**src/rtl/lsu_pkg.sv**
```systemverilog
// Shared definitions for the LSU bus controller: funct3 op codes, FSM encoding, defaults.
// The optional bus timeout is enabled by defining LSU_TIMEOUT_EN (see lsu_bus_ctrl).
package lsu_pkg;

   localparam logic [2:0] OP_B  = 3'b000;
   localparam logic [2:0] OP_H  = 3'b001;
   localparam logic [2:0] OP_W  = 3'b010;
   localparam logic [2:0] OP_BU = 3'b100;
   localparam logic [2:0] OP_HU = 3'b101;

   typedef enum logic [1:0] {
      ST_IDLE = 2'd0,
      ST_BUS  = 2'd1,
      ST_RESP = 2'd2
   } lsu_state_t;

   localparam int LSU_TIMEOUT_DEFAULT = 255;

endpackage

```
**src/rtl/lsu_bus_ctrl_store_align.sv**
```systemverilog
// Combinational lane logic: byte enables, store-data replication and access legality
// for one load/store request.
module store_align
   import lsu_pkg::*;
(
   input  logic        we,
   input  logic [2:0]  op,
   input  logic [1:0]  addr_lo,
   input  logic [31:0] wdata,
   output logic [3:0]  be,
   output logic [31:0] wdata_rep,
   output logic        misalign,
   output logic        illegal
);

   always_comb begin
      be        = 4'b0000;
      wdata_rep = 32'h0000_0000;
      misalign  = 1'b0;
      illegal   = 1'b0;

      case (op)
         OP_B, OP_BU: be = 4'b0001 << addr_lo;
         OP_H, OP_HU: begin
            be       = 4'b0011 << {addr_lo[1], 1'b0};
            misalign = addr_lo[0];
         end
         OP_W: begin
            be       = 4'b1111;
            misalign = |addr_lo;
         end
         default: illegal = 1'b1;
      endcase

      // Unsigned variants only make sense for loads.
      if (we && (op == OP_BU || op == OP_HU)) begin
         illegal = 1'b1;
      end

      if (we) begin
         case (op)
            OP_B:    wdata_rep = {4{wdata[7:0]}};
            OP_H:    wdata_rep = {2{wdata[15:0]}};
            OP_W:    wdata_rep = wdata;
            default: wdata_rep = 32'h0000_0000;
         endcase
      end
   end

endmodule

```
**src/rtl/lsu_bus_ctrl.sv**
```systemverilog
// Load/store bus controller: accepts one core request, checks alignment, runs a req/ack
// bus cycle and returns the raw word. Define LSU_TIMEOUT_EN to abort stalled bus cycles.
module lsu_bus_ctrl
   import lsu_pkg::*;
#(
   parameter int TIMEOUT_CYCLES = LSU_TIMEOUT_DEFAULT
)(
   input  logic        clk,
   input  logic        reset,
   input  logic        req_valid,
   output logic        req_ready,
   input  logic        req_we,
   input  logic [2:0]  req_op,
   input  logic [31:0] req_addr,
   input  logic [31:0] req_wdata,
   output logic        bus_req,
   output logic        bus_we,
   output logic [31:0] bus_addr,
   output logic [3:0]  bus_be,
   output logic [31:0] bus_wdata,
   input  logic        bus_ack,
   input  logic [31:0] bus_rdata,
   output logic        resp_valid,
   output logic        resp_err,
   output logic [31:0] resp_rdata,
   output logic [1:0]  resp_addr_lo,
   output logic [2:0]  resp_op
);

   // Handshakes: a request transfers on a rising edge where req_valid & req_ready;
   // a bus access transfers on a rising edge where bus_req & bus_ack; resp_valid is a
   // one-cycle pulse with no back-pressure.

   lsu_state_t  state_q;
   logic        we_q;
   logic [2:0]  op_q;
   logic [31:0] addr_q;
   logic [31:0] wdata_q;

   logic        in_idle;
   logic        sa_we;
   logic [2:0]  sa_op;
   logic [1:0]  sa_addr_lo;
   logic [31:0] sa_wdata;
   logic [3:0]  sa_be;
   logic [31:0] sa_wdata_rep;
   logic        sa_misalign;
   logic        sa_illegal;
   logic        tmo_hit;

   // One aligner serves both phases: in IDLE it judges the live request for legality,
   // afterwards it drives lanes from the latched request so the bus stays stable.
   assign in_idle    = (state_q == ST_IDLE);
   assign sa_we      = in_idle ? req_we         : we_q;
   assign sa_op      = in_idle ? req_op         : op_q;
   assign sa_addr_lo = in_idle ? req_addr[1:0]  : addr_q[1:0];
   assign sa_wdata   = in_idle ? req_wdata      : wdata_q;

   store_align u_store_align (
      .we        (sa_we),
      .op        (sa_op),
      .addr_lo   (sa_addr_lo),
      .wdata     (sa_wdata),
      .be        (sa_be),
      .wdata_rep (sa_wdata_rep),
      .misalign  (sa_misalign),
      .illegal   (sa_illegal)
   );

   assign bus_addr  = bus_req ? {addr_q[31:2], 2'b00} : 32'h0000_0000;
   assign bus_be    = bus_req ? sa_be                 : 4'b0000;
   assign bus_wdata = bus_req ? sa_wdata_rep          : 32'h0000_0000;

`ifdef LSU_TIMEOUT_EN
   localparam logic [7:0] TMO_LAST = 8'(TIMEOUT_CYCLES - 1);

   logic [7:0] tmo_cnt_q;

   // Cleared while idle so it starts from zero on every entry to BUS.
   always_ff @(posedge clk or posedge reset) begin
      if (reset) begin
         tmo_cnt_q <= 8'd0;
      end else if (state_q == ST_IDLE) begin
         tmo_cnt_q <= 8'd0;
      end else if (state_q == ST_BUS && !bus_ack) begin
         tmo_cnt_q <= tmo_cnt_q + 8'd1;
      end
   end

   assign tmo_hit = (state_q == ST_BUS) && (tmo_cnt_q == TMO_LAST);
`else
   logic [7:0] unused_timeout;
   assign unused_timeout = TIMEOUT_CYCLES[7:0];
   assign tmo_hit        = 1'b0;
`endif

   always_ff @(posedge clk or posedge reset) begin
      if (reset) begin
         state_q      <= ST_IDLE;
         we_q         <= 1'b0;
         op_q         <= 3'b000;
         addr_q       <= 32'h0000_0000;
         wdata_q      <= 32'h0000_0000;
         req_ready    <= 1'b1;
         bus_req      <= 1'b0;
         bus_we       <= 1'b0;
         resp_valid   <= 1'b0;
         resp_err     <= 1'b0;
         resp_rdata   <= 32'h0000_0000;
         resp_addr_lo <= 2'b00;
         resp_op      <= 3'b000;
      end else begin
         resp_valid <= 1'b0;
         case (state_q)
            ST_IDLE: begin
               if (req_valid) begin
                  we_q      <= req_we;
                  op_q      <= req_op;
                  addr_q    <= req_addr;
                  req_ready <= 1'b0;
                  if (sa_misalign || sa_illegal) begin
                     // Rejected accesses skip the bus and report straight away.
                     state_q      <= ST_RESP;
                     resp_valid   <= 1'b1;
                     resp_err     <= 1'b1;
                     resp_rdata   <= 32'h0000_0000;
                     resp_addr_lo <= req_addr[1:0];
                     resp_op      <= req_op;
                  end else begin
                     wdata_q <= req_wdata;
                     state_q <= ST_BUS;
                     bus_req <= 1'b1;
                     bus_we  <= req_we;
                  end
               end
            end
            ST_BUS: begin
               // An ack in the limit cycle completes normally.
               if (bus_ack || tmo_hit) begin
                  state_q      <= ST_RESP;
                  bus_req      <= 1'b0;
                  bus_we       <= 1'b0;
                  resp_valid   <= 1'b1;
                  resp_err     <= !bus_ack;
                  resp_rdata   <= (bus_ack && !we_q) ? bus_rdata : 32'h0000_0000;
                  resp_addr_lo <= addr_q[1:0];
                  resp_op      <= op_q;
               end
            end
            ST_RESP: begin
               state_q   <= ST_IDLE;
               req_ready <= 1'b1;
            end
            default: begin
               state_q   <= ST_IDLE;
               req_ready <= 1'b1;
               bus_req   <= 1'b0;
               bus_we    <= 1'b0;
            end
         endcase
      end
   end

endmodule

```
**config.mk**
```make
export PLATFORM = sky130hd
export DESIGN_NAME = lsu_bus_ctrl
export DESIGN_NICKNAME = d
export VERILOG_FILES = /design/src/rtl/lsu_pkg.sv /design/src/rtl/lsu_bus_ctrl_store_align.sv /design/src/rtl/lsu_bus_ctrl.sv
export SDC_FILE = /design/constraint.sdc
export NUM_CORES = 1
export LEC_CHECK = 0
export BUFFER_PORTS_ARGS = -buffer_cell sky130_fd_sc_hd__buf_2
export CORE_MARGIN = 5
export CORE_UTILIZATION = 53
export CTS_CLUSTER_SIZE = 10
export DETAILED_ROUTE_END_ITERATION = 8
export HOLD_SLACK_MARGIN = 0.03
export PLACE_DENSITY = 0.86
export SETUP_SLACK_MARGIN = 0.4
export SYNTH_ARGS = -nofsm -noshare
export SYNTH_HDL_FRONTEND = slang
export SYNTH_SLANG_ARGS = --single-unit
```
**constraint.sdc**
```tcl
create_clock -name clk -period 7.2 [get_ports clk]
set_clock_uncertainty 0.05 [all_clocks]
set_input_delay 0.36 -clock clk [delete_from_list [all_inputs] [get_ports clk]]
set_output_delay 0.36 -clock clk [all_outputs]
set_load 0.05 [all_outputs]
```
---- Word-level counts from Yosys, hierarchy flattened ----
Cells that the tools add are included.
operators by class
  mux-type cells .......................... 47
  shift-type cells ........................ 2
  reduce and logical (&&, ||, !) cells .... 19
  eq/ne operators ......................... 10
  bitwise operators ....................... 3
operators by type and width
  cell                                                 number
  two-way mux 32 bit                                   8
  case mux 32 bit (3 select lines)                     1
  case mux 32 bit (2 select lines)                     1
  two-way mux 1 bit                                    15
  two-way mux 2 bit                                    7
  two-way mux 3 bit                                    4
  case mux 4 bit (3 select lines)                      1
  case mux 1 bit (2 select lines)                      4
  case mux 2 bit (2 select lines)                      2
  AND reduction 4 bit                                  2
  equality test 3 bit, second input constant           2
  inequality test 2 bit, second input constant         3
  case mux 1 bit (3 select lines)                      2
  case mux 3 bit (2 select lines)                      1
  AND reduction 2 bit                                  3
  OR reduction 2 bit                                   3
  OR reduction 5 bit                                   1
  two-way mux 4 bit                                    1
  left shift 1 x 2 -> 4 bit, first input constant      1
  left shift 2 x 2 -> 4 bit, first input constant      1
  equality test 3 x 1 -> 1 bit, second input constant  1
  equality test 3 x 2 -> 1 bit, second input constant  1
  zero test 3 bit                                      1
  inverter 1 bit                                       3
  9 further kinds                                      12
storage, ports and cells
  register bits ........................... 112
  bits of input ports ..................... 104
  output and inout port bits .............. 110
  word-level logic and storage cells ...... 94

---- Depth between registers and ports, before layout ----
Gate-level depths: netlist of run 1.
  word-level depth ........................ 10
  depth in mapped cells ................... 8
  depth with buffers taken out ............ 5

---- Modules after synthesis ----
Synthesis of run 1 repeated with hierarchy kept, for this count alone.
unflattened totals
  cells, all modules ...................... 476
  area total of the unflattened synthesis .. 5,868.1 sq um
modules (own cells, without submodules)
  module        area each (sq um)  instances  cells each  sequential area each (sq um)
  lsu_bus_ctrl  5,258.8            1          392         2,803.9
  store_align   609.3              1          84          0.0

---- Least setup slack after synthesis of run 1 ----
Ideal clock, no wire load.
  kind .................................... reg-to-output
  start ................................... reg state_q[0]
  end ..................................... out bus_wdata[20]
  arrival time ............................ 2.382 ns
  slack ................................... 4.408 ns
  buffers on the path ..................... 3
  required time ........................... 6.790 ns
  stages on the path, launching flop included .. 9
  path through ............................ dfrtp_1 > or2_2 > buf_2 > mux2i_1 > or2_2 > clkbuf_1 > clkbuf_1 > o22a_1 > nor2_1
between the ends
  cells in the longest elaborated chain, start to end .. 6
  elaborated cells on any way between the ends .. 10
  classes of those cells .................. eq/ne: 2; mux: 6; reduce/logical: 2
RTL lines
  what                                                  line                            source
  from (decl)                                           lsu_bus_ctrl.sv:34              lsu_state_t state_q;
  from (signal assigned)                                lsu_bus_ctrl.sv:99              state_q <= ST_IDLE;
  from (signal assigned)                                lsu_bus_ctrl.sv:123             state_q <= ST_RESP;
  from (signal assigned)                                lsu_bus_ctrl.sv:131             state_q <= ST_BUS;
  zero test 2 bit (*)                                   lsu_bus_ctrl.sv:53              assign in_idle = (state_q == ST_IDLE);
  two-way mux 3 bit                                     lsu_bus_ctrl.sv:55              assign sa_op = in_idle ? req_op : op_q;
  equality test 3 x 2 -> 1 bit (tied with other cells)  lsu_bus_ctrl_store_align.sv:41  case (op)
  case mux 32 bit (3 select lines)                      lsu_bus_ctrl_store_align.sv:41
  two-way mux 32 bit (*)                                lsu_bus_ctrl_store_align.sv:40  if (we) begin
  two-way mux 32 bit (*)                                lsu_bus_ctrl.sv:72              assign bus_wdata = bus_req ? sa_wdata_rep : 32'h0000_0000;
  to (decl)                                             lsu_bus_ctrl.sv:20              output logic [31:0] bus_wdata,
Mark *: on every way between the ends. The rest lies on a longest branch, timed or not.

---- Worst setup path in the final report of run 1 ----
  start ................................... reg state_q[0]
  end ..................................... out bus_wdata[28]
The elaborated chain is that of the path after synthesis.

==> impl_metrics.json, run 1 <==
{
  "grt_overflow": 0,
  "met1_usage": 0.2754,
  "fill_cells": 803,
  "crit_path_end_kind": "output pin",
  "status": "finished, final reports clean",
  "placed_area_um2": 6628,
  "setup_ws_ns": 3.509,
  "clk_latency_ns": 0.37,
  "gp_congestion": 0.8532,
  "setup_viol": 0,
  "netlist_instances": 490,
  "drtIter0Drc": 266,
  "regArea_um2": 2804,
  "core-area_um2": 10230,
  "drc": 0,
  "yosys_warnings": 0,
  "synth_top_area_cell": "dfrtp_1",
  "pwr-share-comb": 0.571,
  "clock-sinks": 112,
  "final_area_um2": 6865,
  "intPower_mw": 1.779,
  "p_leak_nw": 3.543,
  "synth.most_common_cell": "dfrtp_1",
  "min_period_ns": 3.691,
  "fin_nets": 784,
  "dp.cells": 804,
  "maxCapViolCount": 0,
  "root_buffer": "clkbuf_8",
  "netlist.area_leader.share": 0.5036,
  "wire_per_inst_um": 16.98,
  "async_reset_ff_frac": 1.000,
  "finalCritPeriodShare": 0.5127,
  "start_util": 0.5391,
  "die_w_um": 112.0,
  "place_ws_ns": 3.944,
  "antenna_found_initial": 0,
  "startpoint_type": "flip-flop",
  "seq_power_share": 0.310,
  "tns_ns": 0,
  "path_cells": "or2_2 -> nand3_1 -> o21ai_0 -> nor4bb_2 -> o21a_1 -> buf_2",
  "cts-htree-levels": 3,
  "syn_area_per_cell_um2": 11.26,
  "p_sw_frac": 0.5022,
  "hold_violations": 0,
  "vias": 4504,
  "grt_use_met3": 0.06092,
  "numCtsBuffers": 9,
  "p_switching_mw": 1.795,
  "cp.arrival_ns": 3.28,
  "yosys-top-cells-area": "dfrtp_1 50%, mux2_2 8.4%, mux2i_1 6.2%",
  "max_freq_ghz": 0.2709,
  "path_class": "reg2out",
  "grt_max_degree": 79,
  "cp_slowest_stage_delay_ns": 1.05,
  "syn_to_final_growth_pct": 24.48,
  "tightest_slew_ns": 1.293,
  "yosys_most_used_dff": "dfrtp_1",
  "synth_edf_count": 0,
  "drive_above_1_share": 0.4108,
  "maxSlewHeadroom": 0.1368,
  "synth_top_cells_by_count": "111 x dfrtp_1, 41 x mux2_2, 39 x and2_1, 39 x nor2_1, 34 x mux2i_1",
  "dieArea_um2": 12550,
  "vias_per_cell": 5.493,
  "grt_pass1_wl_um": 22700,
  "portBuffers": 211,
  "cts.path.max_buffers": 2,
  "crit_fanout": 19,
  "fin_hold_ws_ns": 0.1472,
  "hpwl_um": 10160,
  "syn_area_um2": 5515,
  "top_usage_layer": "met2",
  "holdCritPathClass": "in2reg",
  "rows": 37,
  "grt_usage": 0.2195,
  "max-vdd-ir-drop_mv": 0.2391,
  "finalMaxSlewViolations": 0,
  "postCtsSetupBuffers": 0,
  "ios": 214,
  "synth_seq_cells": 112,
  "cts_tree": "built",
  "clkTransAtPathRegs_ns": 0.10,
  "multi_input_comb_area_um2": 2539,
  "cp.required_ns": 6.79,
  "die_h_um": 112.0,
  "p_per_area_nw_per_um2": 520.5,
  "grt_pass1_vias": 4684,
  "rsz0062_at_grt": "false",
  "yosysSeqAreaShare": 0.5084,
  "post_synth_num_cell_types": 40,
  "firstDrtPassIters": 5,
  "slowest_stage": "nor4bb_2",
  "p_clk_frac": 0.118,
  "antenna_left": 0,
  "finalNonFillerCells": 820,
  "routed_wl_um": 13920,
  "rrSetupSlack_ns": 4.29,
  "diodes": 0,
  "met2_usage": 0.3661
}
==> sequential cells by signal, indices dropped and copies added, names as in the netlist <==
register and count:
wdata_q 32, resp_valid 1, state_q 2, resp_rdata 32
bus_req 1, resp_err 1, resp_op 3, bus_we 1
we_q 1, resp_addr_lo 2, addr_q 32, op_q 3
req_ready 1
==> critical path, delay by kind of cell (launching register included) <==
kind                   cells  cell delay, ns
AND/OR/NAND/NOR            3            1.71
flip-flops                 1            0.56
AO/OA/AOI/OAI              2            0.37
buffers and inverters      1            0.26
==> cell type report <==
| cell class | instances | share of cell area |
|---|---|---|
| sequential | 112 | 0.4084 |
| tap | 136 | 0.02479 |
| inverter | 5 | 0.003098 |
| clock inverter | 4 | 0.01112 |
| timing repair buffer | 217 | 0.1607 |
| multi-input combinational | 335 | 0.3698 |
| clock buffer | 11 | 0.02205 |
==> per-layer routing <==
layer,vias to the layer above,share of wire
li1,2106,-
met1,2173,0.41
met2,200,0.49
met3,25,0.080
met4,0,0.022
met5,-,0
==> cells in the final DEF, fill, tap and decap left out, drive strengths merged, types with 2 or more instances in the layout <==
cell type and count:
and2 39, or2 2, a21oi 18, o21a 18
nor3 3, nand2 28, dfrtp 111, o22ai 8
a22o 32, nor4 3, buf 216, clkbuf 11
inv 6, o21ai 14, conb 2, a31oi 2
nor2 40, mux2 69, o22a 9, mux2i 34
bufinv 2
==> final timing paths <==
kind,depth (start not counted),from,end
worst max-delay path,6,state_q[0],bus_wdata[28]
worst min-delay path,2,bus_rdata[16],resp_rdata[16]
worst max register to register,7,state_q[0],wdata_q[5]
worst min register to register,2,resp_op[1],resp_op[1]
max in group asynchronous,4,reset,resp_rdata[4]
min in group asynchronous,3,reset,wdata_q[23]
==> per-stage QoR <==
step                power, mW  utilization
floorplan               2.711            -
global placement        3.098       0.6478
detailed placement      3.161       0.6478
CTS                     3.588       0.6710
global route            3.779       0.6710
finish                  3.573       0.6710
==> power by group through the flow <==
stage / combinational, mW / sequential [mW] / clock, mW
after floorplan: 1.37 / 1.34 / 0
after global placement: 2.00 / 1.09 / 0
after detailed placement: 2.05 / 1.11 / 0
after CTS: 2.05 / 1.11 / 0.432
after global routing: 2.17 / 1.15 / 0.460
final: 2.04 / 1.11 / 0.423
==> what timing repair did <==
action	4_1_cts	5_1_grt
resized for setup	0	0
endpoints found under the hold margin	34	0
hold buffers	1	0
==> kinds of logic after synthesis <==
| kind of cell | synth area share |
|---|---|
| simple gates | 0.1121 |
| flops | 0.5084 |
| compound gates | 0.1393 |
| mux | 0.2026 |
| buf+inv | 0.03698 |
| other cells | 0.0006799 |
Power figures use the tool's default switching activity.
==> run 2: changes to the inputs <==
--- a/config.mk
+++ b/config.mk
@@ -7,11 +7,11 @@
 export LEC_CHECK = 0
 export BUFFER_PORTS_ARGS = -buffer_cell sky130_fd_sc_hd__buf_2
 export CORE_MARGIN = 5
-export CORE_UTILIZATION = 53
+export CORE_UTILIZATION = 49
 export CTS_CLUSTER_SIZE = 10
 export DETAILED_ROUTE_END_ITERATION = 8
 export HOLD_SLACK_MARGIN = 0.03
-export PLACE_DENSITY = 0.86
+export PLACE_DENSITY = 0.8
 export SETUP_SLACK_MARGIN = 0.4
 export SYNTH_ARGS = -nofsm -noshare
 export SYNTH_HDL_FRONTEND = slang
==> constraint.sdc (replaced) <==
create_clock -name clk -period 3.45 [get_ports clk]
set_clock_uncertainty 0.05 [all_clocks]
set_input_delay 0.1725 -clock clk [delete_from_list [all_inputs] [get_ports clk]]
set_output_delay 0.1725 -clock clk [all_outputs]
set_load 0.05 [all_outputs]
==> run 2 against run 1 <==
Effect of this change:
- setup slack worse by 2.9 ns
- routed wire length up 15%
- cell count up 12%
- critical endpoint is now bus_wdata[20]
- via count up 9.3%
- global-route usage up 1.9 points
- flip-flop and latch count unchanged
- cell area up 16%
==> impl_metrics.json, run 2 (synthesized netlist as in run 1, its figures left out) <==
{
  "drive_above_1_share": 0.3752,
  "utilization": 0.7262,
  "met2WireLength_um": 8055,
  "crit_cells": 6,
  "wl_met3_um": 1207,
  "finalCritPeriodShare": 0.8248,
  "mostFrequentLayoutCells": "211 x buf_2, 110 x dfrtp_1, 90 x dlygate4sd3_1",
  "ios": 214,
  "max_freq_ghz": 0.3514,
  "clk_latency_ns": 0.34,
  "setup_viol": 0,
  "clkTransAtPathRegs_ns": 0.07,
  "gp_congestion": 0.8698,
  "tns_ns": 0,
  "syn_to_final_growth_pct": 43.99,
  "rr_startpoint": "state_q[1]",
  "vias_per_cell": 5.342,
  "portBuffers": 211,
  "drc": 0,
  "timing.rr.end": "wdata_q[29]",
  "routed_wl_um": 15990,
  "placed_area_um2": 6689,
  "p_leak_nw": 3.987,
  "top_regs": "addr_q (32), resp_rdata (32), wdata_q (32)",
  "max-vdd-ir-drop_mv": 0.7813,
  "rows": 38,
  "finalPower_mw": 7.841,
  "fill_cells": 721,
  "grt_overflow": 0,
  "startpoint_type": "flip-flop",
  "wl_met1_um": 6242,
  "cp.arrival_ns": 2.62,
  "maxCapViolCount": 0,
  "cts.path.max_buffers": 2,
  "rrSetupSlack_ns": 0.71,
  "clock-sinks": 112,
  "path_buf_inv": 1,
  "min_period_ns": 2.846,
  "tightest_slew_ns": 1.061,
  "drtIter0Drc": 258,
  "grt_pass1_vias": 5190,
  "antenna_found_initial": 0,
  "dieArea_um2": 13480,
  "cts_tree": "built",
  "hpwl_um": 10630,
  "cp.required_ns": 3.23,
  "path_cells": "or2_4 -> a21oi_1 -> or2_2 -> o22a_1 -> nor2_1 -> buf_2",
  "start_util": 0.5043,
  "core-area_um2": 10940,
  "cp_slowest_stage_delay_ns": 0.59,
  "numCtsBuffers": 9,
  "final_area_um2": 7941,
  "cp-endpoint": "bus_wdata[20]",
  "top_layer_used": "met4",
  "die_w_um": 116.1,
  "grt_usage": 0.2389,
  "crit_start": "state_q[1]",
  "finalMaxSlewViolations": 0,
  "path_class": "reg2out",
  "die_h_um": 116.1,
  "crit_fanout": 24,
  "firstDrtPassIters": 4,
  "antenna_left": 0,
  "slowest_stage": "dfrtp_1",
  "status": "finished, final reports clean",
  "final_common_cell": "buf_2",
  "vias": 4925,
  "cts-htree-levels": 3,
  "rsz0062_at_grt": "false",
  "grt_max_degree": 64,
  "hold_violations": 0,
  "crit_family": "simple AND/OR/NAND/NOR gates",
  "root_buffer": "clkbuf_16",
  "maxSlewHeadroom": 0.2910,
  "grt_pass1_wl_um": 25320,
  "fin_nets": 880,
  "wire_per_inst_um": 17.34,
  "crit_path_end_kind": "output pin",
  "holdCritPathClass": "in2async",
  "p_per_area_nw_per_um2": 987.3,
  "worst-r2r-cell-count": 6
}
[run 2: what timing repair did]
action	CTS	global route
endpoints found under the setup margin	36	68
pin swaps	0	1
setup buffers	0	3
gates resized for setup	3	4
endpoints found under the hold margin	90	0
hold buffers	90	0
[run 2: stage by stage]
step	cells	setup WS (ns)	hold slack (ns)
after floorplan	491	0.8459	0.2223
after global placement	812	0.6659	0.3458
after detailed placement	812	0.5437	0.3542
after CTS	918	0.4014	0.03351
after global routing	921	0.4640	0.03149
final	922	0.6044	0.001375
[run 2: how the worst min path moves through the flow]
stage | start | to | slack (ns) | cells after the start
after floorplan | bus_ack | state_q[0] | 0.22 | 1
after global placement | bus_rdata[26] | resp_rdata[26] | 0.35 | 2
after detailed placement | bus_rdata[16] | resp_rdata[16] | 0.35 | 2
after CTS | req_wdata[10] | wdata_q[10] | 0.03 | 2
after global routing | req_addr[13] | addr_q[13] | 0.03 | 2
final | reset | wdata_q[3] | 0.001 | 2
[run 2: report_power, final]
group          internal, mW  total, mW  switching [mW]
clock                 0.539       1.01           0.469
sequential             1.92       2.30           0.384
combinational          1.50       4.53            3.03
[run 2: layout make-up]
class,instances,area (um^2),share of cell area
inverters,5,22.52,0.002836
well taps,140,175.2,0.02206
diodes,1,2.502,0.0003151
clock buffers,12,256.5,0.03230
flip-flops and latches,112,2805,0.3532
multi-input cells,335,2571,0.3238
clock inverters,4,36.28,0.004569
repair buffers,313,2072,0.2609
[run 2: metal layers]
metal | global-route usage | vias to the layer above
met3 | 0.04922 | 42
li1 | - | 2311
met2 | 0.4012 | 215
met4 | 0.1060 | 0
met1 | 0.2997 | 2357
met5 | 0 | -
[run 2: worst reg2reg max path, stage by stage, from the launching register on]
cell	delay, ns
dfrtp_1	0.59
or2_4	0.35
a221oi_1	0.17
or3_1	0.45
a211oi_4	0.18
buf_4	0.43
mux2_2	0.40
